--- src/rtl/sad_result_capture.sv ---
// sad_result_capture
//   Watches the SAD datapath v0/v1 result registers, records every distinct
//   result pair into a sequence-numbered show-ahead FIFO drained over a
//   valid/ready handshake, and flags completion once results stop changing.
//   Optional feature macro: CAPTURE_TIMESTAMP_EN (adds a 16-bit push
//   timestamp per entry and the out_ts port).
module sad_result_capture #(
  parameter int WIDTH         = 32,
  parameter int DEPTH         = 8,
  parameter int STABLE_CYCLES = 16
) (
  input  logic                     clk,
  input  logic                     rst,
  input  logic [WIDTH-1:0]         v0in,
  input  logic [WIDTH-1:0]         v1in,
  output logic                     out_valid,
  input  logic                     out_ready,
  output logic [WIDTH-1:0]         out_v0,
  output logic [WIDTH-1:0]         out_v1,
  output logic [7:0]               out_seq,
  output logic [$clog2(DEPTH):0]   level,
  output logic                     overflow,
  output logic                     done
`ifdef CAPTURE_TIMESTAMP_EN
  ,
  output logic [15:0]              out_ts
`endif
);

  localparam int AW = $clog2(DEPTH);
  localparam logic [AW:0] FULL_LVL = (AW+1)'(DEPTH);
  localparam logic [7:0]  CNT_LAST = 8'(STABLE_CYCLES - 1);

  typedef enum logic [1:0] {IDLE, TRACK, DONE} state_t;

  logic [WIDTH-1:0] s_v0, s_v1, p_v0, p_v1;
  logic             s_vld;
  logic             chg;
  logic [7:0]       seq;

  logic [WIDTH-1:0] mem_v0  [DEPTH];
  logic [WIDTH-1:0] mem_v1  [DEPTH];
  logic [7:0]       mem_seq [DEPTH];
  logic [AW-1:0]    wr_ptr, rd_ptr;
  logic [AW:0]      count;
  logic             full, pop, wr_en, drop;

  state_t           state, state_nxt;
  logic [7:0]       cnt, cnt_nxt;

`ifdef CAPTURE_TIMESTAMP_EN
  logic [15:0]      ts;
  logic [15:0]      mem_ts [DEPTH];
`endif

  assign chg       = s_vld & ({s_v0, s_v1} != {p_v0, p_v1});
  assign out_valid = (count != '0);
  assign full      = (count == FULL_LVL);
  assign pop       = out_valid & out_ready;
  // a full FIFO still accepts the push when the head leaves in the same cycle
  assign wr_en     = chg & (~full | pop);
  assign drop      = chg & full & ~pop;

  assign out_v0    = mem_v0[rd_ptr];
  assign out_v1    = mem_v1[rd_ptr];
  assign out_seq   = mem_seq[rd_ptr];
  assign level     = count;
  assign done      = (state == DONE);
`ifdef CAPTURE_TIMESTAMP_EN
  assign out_ts    = mem_ts[rd_ptr];
`endif

  // sample stage and last-recorded pair used by the change detector
  always_ff @(posedge clk or negedge rst) begin
    if (!rst) begin
      s_v0  <= '0;
      s_v1  <= '0;
      s_vld <= 1'b0;
      p_v0  <= '0;
      p_v1  <= '0;
    end else begin
      s_v0  <= v0in;
      s_v1  <= v1in;
      s_vld <= 1'b1;
      if (chg) begin
        p_v0 <= s_v0;
        p_v1 <= s_v1;
      end
    end
  end

  // sequence number advances on every change, even a dropped one
  always_ff @(posedge clk or negedge rst) begin
    if (!rst) begin
      seq      <= '0;
      overflow <= 1'b0;
    end else begin
      if (chg)  seq      <= seq + 8'd1;
      if (drop) overflow <= 1'b1;
    end
  end

  // FIFO storage, pointers and occupancy
  always_ff @(posedge clk or negedge rst) begin
    if (!rst) begin
      for (int unsigned i = 0; i < DEPTH; i++) begin
        mem_v0[i]  <= '0;
        mem_v1[i]  <= '0;
        mem_seq[i] <= '0;
`ifdef CAPTURE_TIMESTAMP_EN
        mem_ts[i]  <= '0;
`endif
      end
      wr_ptr <= '0;
      rd_ptr <= '0;
      count  <= '0;
    end else begin
      if (wr_en) begin
        mem_v0[wr_ptr]  <= s_v0;
        mem_v1[wr_ptr]  <= s_v1;
        mem_seq[wr_ptr] <= seq;
`ifdef CAPTURE_TIMESTAMP_EN
        mem_ts[wr_ptr]  <= ts;
`endif
        wr_ptr <= wr_ptr + 1'b1;
      end
      if (pop) rd_ptr <= rd_ptr + 1'b1;
      case ({wr_en, pop})
        2'b10:   count <= count + 1'b1;
        2'b01:   count <= count - 1'b1;
        default: count <= count;
      endcase
    end
  end

`ifdef CAPTURE_TIMESTAMP_EN
  // free-running cycle counter for entry timestamps
  always_ff @(posedge clk or negedge rst) begin
    if (!rst) ts <= '0;
    else      ts <= ts + 16'd1;
  end
`endif

  // stability FSM state register
  always_ff @(posedge clk or negedge rst) begin
    if (!rst) begin
      state <= IDLE;
      cnt   <= '0;
    end else begin
      state <= state_nxt;
      cnt   <= cnt_nxt;
    end
  end

  // stability FSM next-state: count unchanged cycles after the last change
  always_comb begin
    state_nxt = state;
    cnt_nxt   = cnt;
    case (state)
      IDLE: begin
        if (chg) begin
          state_nxt = TRACK;
          cnt_nxt   = '0;
        end
      end
      TRACK: begin
        if (chg) begin
          cnt_nxt = '0;
        end else if (cnt == CNT_LAST) begin
          state_nxt = DONE;
        end else begin
          cnt_nxt = (cnt == 8'hFF) ? cnt : cnt + 8'd1;
        end
      end
      DONE: begin
        if (chg) begin
          state_nxt = TRACK;
          cnt_nxt   = '0;
        end
      end
      default: begin
        state_nxt = IDLE;
        cnt_nxt   = '0;
      end
    endcase
  end

endmodule

--- config.mk ---
export PLATFORM = sky130hd
export DESIGN_NAME = sad_result_capture
export DESIGN_NICKNAME = d
export VERILOG_FILES = /design/src/rtl/sad_result_capture.sv
export SDC_FILE = /design/constraint.sdc
export NUM_CORES = 1
export LEC_CHECK = 0
export CORE_AREA = 2 2 289 291
export CTS_CLUSTER_SIZE = 25
export DETAILED_ROUTE_END_ITERATION = 6
export DIE_AREA = 0 0 291 293
export DONT_BUFFER_PORTS = 1
export MAX_ROUTING_LAYER = met4
export PLACE_DENSITY = 0.61
export SLEW_MARGIN = 10
export SYNTH_ARGS = -nofsm -noshare
export SYNTH_HDL_FRONTEND = slang
export SYNTH_SLANG_ARGS = --single-unit
--- constraint.sdc ---
create_clock -name clk -period 3.3 [get_ports clk]
set_clock_uncertainty 0.05 [all_clocks]
set_input_delay 0.33 -clock clk [delete_from_list [all_inputs] [get_ports clk]]
set_output_delay 0.33 -clock clk [all_outputs]
set_load 0.03 [all_outputs]
# Word level (Yosys, flattened, before mapping)
# Cells that the tools add are included.
# totals
ff_bits	734
word_cells	101
# op_classes
addsub	6
magnitude_cmp	3
n_eq_ne	13
n_mux	26
bitwise	10
reduce_logical	7
# ops
cell	count
256-bit bitwise mux	2
32-bit binary-select mux with 3-bit select	2
32-bit two-way mux	5
32-bit demux with 3-bit select	1
64-bit bitwise mux	1
64-bit inequality test	1
8-bit two-way mux	7
8-bit binary-select mux with 3-bit select	1
8-bit demux with 3-bit select	1
8-bit by 1-bit adder with 8-bit output, second input constant	2
8-bit one-hot mux with 2 select lines	1
8-bit by 4-bit == test with 1-bit output, second input constant	1
8-bit == test, second input constant	1
4-bit >= comparator, second input constant	2
3-bit NOT with 4-bit output	2
4-bit one-hot mux with 2 select lines	1
3-bit by 1-bit adder with 3-bit output, second input constant	2
2-bit two-way mux	3
3-bit inequality test, second input constant	2
3-bit AND reduction	2
1-bit AND	5
4-bit by 1-bit adder with 4-bit output, second input constant	1
2-bit by 1-bit == test with 1-bit output, second input constant	2
2-bit == test, second input constant	2
13 further kinds	15

# Depth between registers and ports, before layout
# logic_depth
ltp_word	6
ltp_mapped	16
mapped_depth_nobuf	13

# Worst setup path before layout
# Ideal clock, no wire load.
# synth_timing
path_type	register to register
from	register count[2], in the netlist level[2]
to	register count[3], in the netlist level[3]
arrival_ns	2.833
required_time_ns	3.170
slack_ns	0.337
path_stages_with_launch	12
path_buffers	1
period_less_slack_ns	2.963
path_cell_list	dfrtp_1 or4_1 and2_1 clkbuf_1 nand2_1 inv_1 ha_1 a21o_1 a21oi_1 or3_1 mux2i_1 xor2_1
# synth_via
elab_chain_cells	6
word_cells_on_any_way	12
classes_between	2 x add/sub; 3 x eq/ne; 1 x mux; 4 x bitwise; 2 x reduce/logical
# synth_lines
element	line	text
start, declared	45	logic [AW:0] count;
start signal, assigned	129	2'b10: count <= count + 1'b1;
start signal, assigned	130	2'b01: count <= count - 1'b1;
start signal, assigned	131	default: count <= count;
4-bit nonzero test *	57	assign out_valid = (count != '0);
via out_valid	16	output logic out_valid,
1-bit AND *	59	assign pop = out_valid & out_ready;
1-bit bitwise OR	61	assign wr_en = chg & (~full | pop);
1-bit AND	61	
2-bit by 1-bit == test with 1-bit output or 2-bit == test (tied branches)	128	case ({wr_en, pop})
4-bit one-hot mux with 2 select lines or 2-bit nonzero test (tied branches)	-	
# Mark *: on every way through the listed nets, which the timed path passes. The rest lies on a longest branch.
# A chain may end at the register's enable or synchronous reset.

# Worst setup path in the final report
# layout_timing
from	register s_v1[10]
to	register mem_v1[117] (netlist bit)
# layout_via
elab_chain_cells	3
# layout_lines
element	line	text
start, declared	36	logic [WIDTH-1:0] s_v0, s_v1, p_v0, p_v1;
start signal, assigned	83	s_v1 <= v1in;
64-bit inequality test	56	assign chg = s_vld & ({s_v0, s_v1} != {p_v0, p_v1});
1-bit AND	56	
1-bit AND	61	
end signal, assigned by index	120	mem_v1[wr_ptr] <= s_v1;
end, declared	42	logic [WIDTH-1:0] mem_v1 [DEPTH];
# Every way passes these cells.

==> run_results.csv <==
group,metric,value,unit
clock_tree,cts_inserted_buffers,81,
grt,grt_pass1_wl,119.7,mm
synth,synth-async-reset-ratio,100.0,%
sta,fin_ws,0.1991,ns
synth,synthesis.area,32490,um2
sta,rsz0062_at_grt,"yes",
synth,yosys-top-cells-count,"dfrtp_1 (734), mux2_2 (663), mux4_2 (144), xnor2_1 (71), buf_4 (55)",
sta,worstMarginPinSlew,4.017,ns
grt,globalRoute.totalOverflow,0,
clock_tree,clock_path_buffers,3,
drt,drt_first_iter_violations,934,
critical_path,crit_fanout,31,
drt,vias_per_cell,5.344,
die,rows,105,
die,die_h,293,um
critical_path,end_kind,"flip-flop",
critical_path,crit_arrival,3.55,ns
synth,yosysTopAreaCellShare,56.52,%
grt,antenna_found_initial,10,
critical_path,path_delay_family,"simple AND/OR/NAND/NOR gates",
sta,drv_slew,486,
synth,synth.yosys.seq_area_share,56.52,%
critical_path,path_buf_inv,3,
critical_path,reg2reg_to,"mem_v1[117]$_DFFE_PN0P_",
clock_tree,root_buffer,"clkbuf_16",
sta,finalSetupViolCount,0,
sta,max_freq,322.5,MHz
critical_path,crit_slowest_cell,"nor4_4",
synth,synth_top_area_cell,"dfrtp_1",
synth,synthesis.nets,2045,
synth,synth_ff_type,"dfrtp_1",
drt,drt_wl_total,77.41,mm
critical_path,path_cells,"xnor2_1 -> nand4_1 -> nor4_2 -> buf_4 -> nand4_2 -> nand2_8 -> buf_4 -> nor4_4 -> buf_12 -> mux2_2",
synth,synth_edf_count,0,
synth,synth_cell_type_count,46,
grt,track_usage,19.05,%
sta,slew_headroom,-167.8,%
flow_run,cap_violations,0,
power_and_ir_drop,ir_drop,0.5050,mV
clock_tree,cts.sink_count,734,
die,initial_utilization,39.70,%
drt,detail-route-antenna-nets,0,
grt,grt_max_degree,735,
die,ios,146,
critical_path,r2r_start,"s_v1[10]$_DFF_PN0_",
clock_tree,clk_latency,0.64,ns
place,pre_cts_ws,-0.09362,ns
clock_tree,cts_tree,"yes",
synth,yosys-top-cells-area,"dfrtp_1 (57%), mux2_2 (23%), mux4_2 (10%)",
die,core_area,81850,um2
synth,synth-warning-count,0,
critical_path,critPathRequiredTime,3.75,ns
synth,ys_seq_elements,734,
power_and_ir_drop,p_per_area,1051,nW/um2
finish,area_delta_synth_final,15.94,%
critical_path,crit_top_cell,"buf_4",
status,failed_checks,"negative hold slack, max-slew violations",
place,portBuffers,0,
sta,setup_tns,0,ns
finish,final_nets,2140,
sta,hold_violations,396,
critical_path,r2r_cells,10,
place,hpwl,48.85,mm
drt,firstDrtPassIters,4,
clock_tree,cts_hold_buf,64,
finish,drive_above_1_share,51.48,%
worst_hold_path,holdCritPathClass,"input pin to async pin",
sta,period_share,93.97,%
drt,drc,0,
status,status,"complete, but fails checks",
critical_path,startpoint_type,"flip-flop",
drt,vias,17140,
sta,fin_crit,3.101,ns
critical_path,r2r_setup_slack,0.20,ns
place,gp_congestion,0.7606,
power_and_ir_drop,p_leak,15.59,nW
die,die_x,291,um
clock_tree,cts_max_level,3,
drt,wl_per_cell,24.14,um
sta,timing.hold.ws,-0.6066,ns
grt,grt_pass1_vias,18790,
synth,synth_most_common_cell,"dfrtp_1",
die,dieArea,85260,um2
critical_path,crit_path_max_incr_delay,0.58,ns
critical_path,critical_path_class,"flip-flop to flip-flop",
clock_tree,clk_pin_slew,0.06,ns
synth,syn_area_per_cell,16.49,um2
synth,synthCells,1971,
-- power by group --
part | total (mW) | internal (mW) | switching (mW) | leakage, nW
Sequential | 15.0 | 12.7 | 2.23 | 8.82
Clock | 9.22 | 5.54 | 3.68 | 1.35
Combinational | 15.4 | 7.93 | 7.45 | 5.42
-- layout make-up --
type	count	area, um2
repair buffers	192	2213
fillers	7037	44170
multi-input cells	1049	12950
clock inverters	26	356.6
well taps	1070	1339
diodes	10	25.02
clock buffers	118	2370
inverters	8	30.03
flip-flops and latches	734	18390
-- flip-flops by register name (all words and copies together) (netlist names), 32 cells and up --
signal,cells
mem_seq,64
p_v1,32
s_v0,32
mem_v1,256
s_v1,32
mem_v0,256
p_v0,32
-- routing by layer --
| metal | GRT usage, % | part of all wire, % | up-vias |
|---|---|---|---|
| li1 | - | - | 7379 |
| met1 | 24.70 | 45 | 9358 |
| met2 | 29.90 | 48 | 273 |
| met3 | 4.576 | 4.6 | 127 |
| met4 | 5.535 | 2.5 | 0 |
| met5 | - | 0 | - |
-- cells in the final DEF, fill, tap and decap left out, types with 3 or more instances in the layout --
master           n
dlygate4sd3_1   64
clkbuf_8        14
dfrtp_1        724
buf_4           80
inv_1            8
diode_2         10
nand2b_1         3
bufinv_16        7
nor4_1           3
mux2_1          52
nand2_1          9
buf_12          45
nand3_1          8
mux4_2         144
clkbuf_1        20
clkinv_2        14
mux2_2         663
dfrtp_4          3
nor4_4           7
ha_1             6
xnor2_1         60
mux2i_1          3
xor2_1          14
nand4_1         18
inv_6            3
dfrtp_2          7
clkbuf_16       84
or4_1            3
xnor2_2         10
nor2_1          13
and2_1           3
-- repair_timing --
item,4_1_cts,5_1_grt
hold endpoints to repair,798,734
endpoints found under the setup margin,207,385
gates resized for setup,5,18
pin swaps,2,3
cloned,1,0
buffers inserted,0,13
-- stage by stage --
step / util (%) / area [um2] / std cells / total power, mW / hold WS, ns
after floorplan: - / 32490 / 1971 / 26.46 / -0.01559
after global placement: 41.55 / 34010 / 2976 / 29.89 / 0.07488
after detailed placement: 41.55 / 34010 / 2976 / 30.52 / 0.07331
after CTS: 45.75 / 37440 / 3185 / 40.01 / -0.5971
after global routing: 46.03 / 37670 / 3205 / 41.67 / -0.6697
final: 46.03 / 37680 / 3207 / 39.58 / -0.6066
-- cell families (layout without fill, tap and decap cells) --
| logic type | Yosys count | count (layout) | share of synthesized area (%) |
|---|---|---|---|
| and+or+nand+nor | 81 | 81 | 1.717 |
| xor gates and xnor gates | 85 | 85 | 2.291 |
| buffers and inverters | 188 | 344 | 4.024 |
| muxes | 862 | 862 | 34.85 |
| AOI/OAI and AO/OA | 13 | 13 | 0.2888 |
| DFF | 734 | 734 | 56.52 |
| adders and majority gates | 7 | 7 | 0.2926 |
| other | 1 | 11 | 0.01154 |
-- worst max-delay path by stage --
stage / slack, ns / startpoint / end / depth (start not counted)
after floorplan: 0.34 / level[2]$_DFFE_PN0P_ / level[3]$_DFFE_PN0P_ / 11
after global placement: -0.12 / p_v0[27]$_DFFE_PN0P_ / p_v0[5]$_DFFE_PN0P_ / 9
after detailed placement: -0.09 / p_v0[27]$_DFFE_PN0P_ / p_v0[5]$_DFFE_PN0P_ / 9
after CTS: 0.002 / s_v1[8]$_DFF_PN0_ / mem_v0[4]$_DFFE_PN0P_ / 10
after global routing: -0.002 / s_v1[7]$_DFF_PN0_ / level[3]$_DFFE_PN0P_ / 14
final: 0.20 / s_v1[10]$_DFF_PN0_ / mem_v1[117]$_DFFE_PN0P_ / 10
No activity file was read; power rests on OpenSTA's default activity.
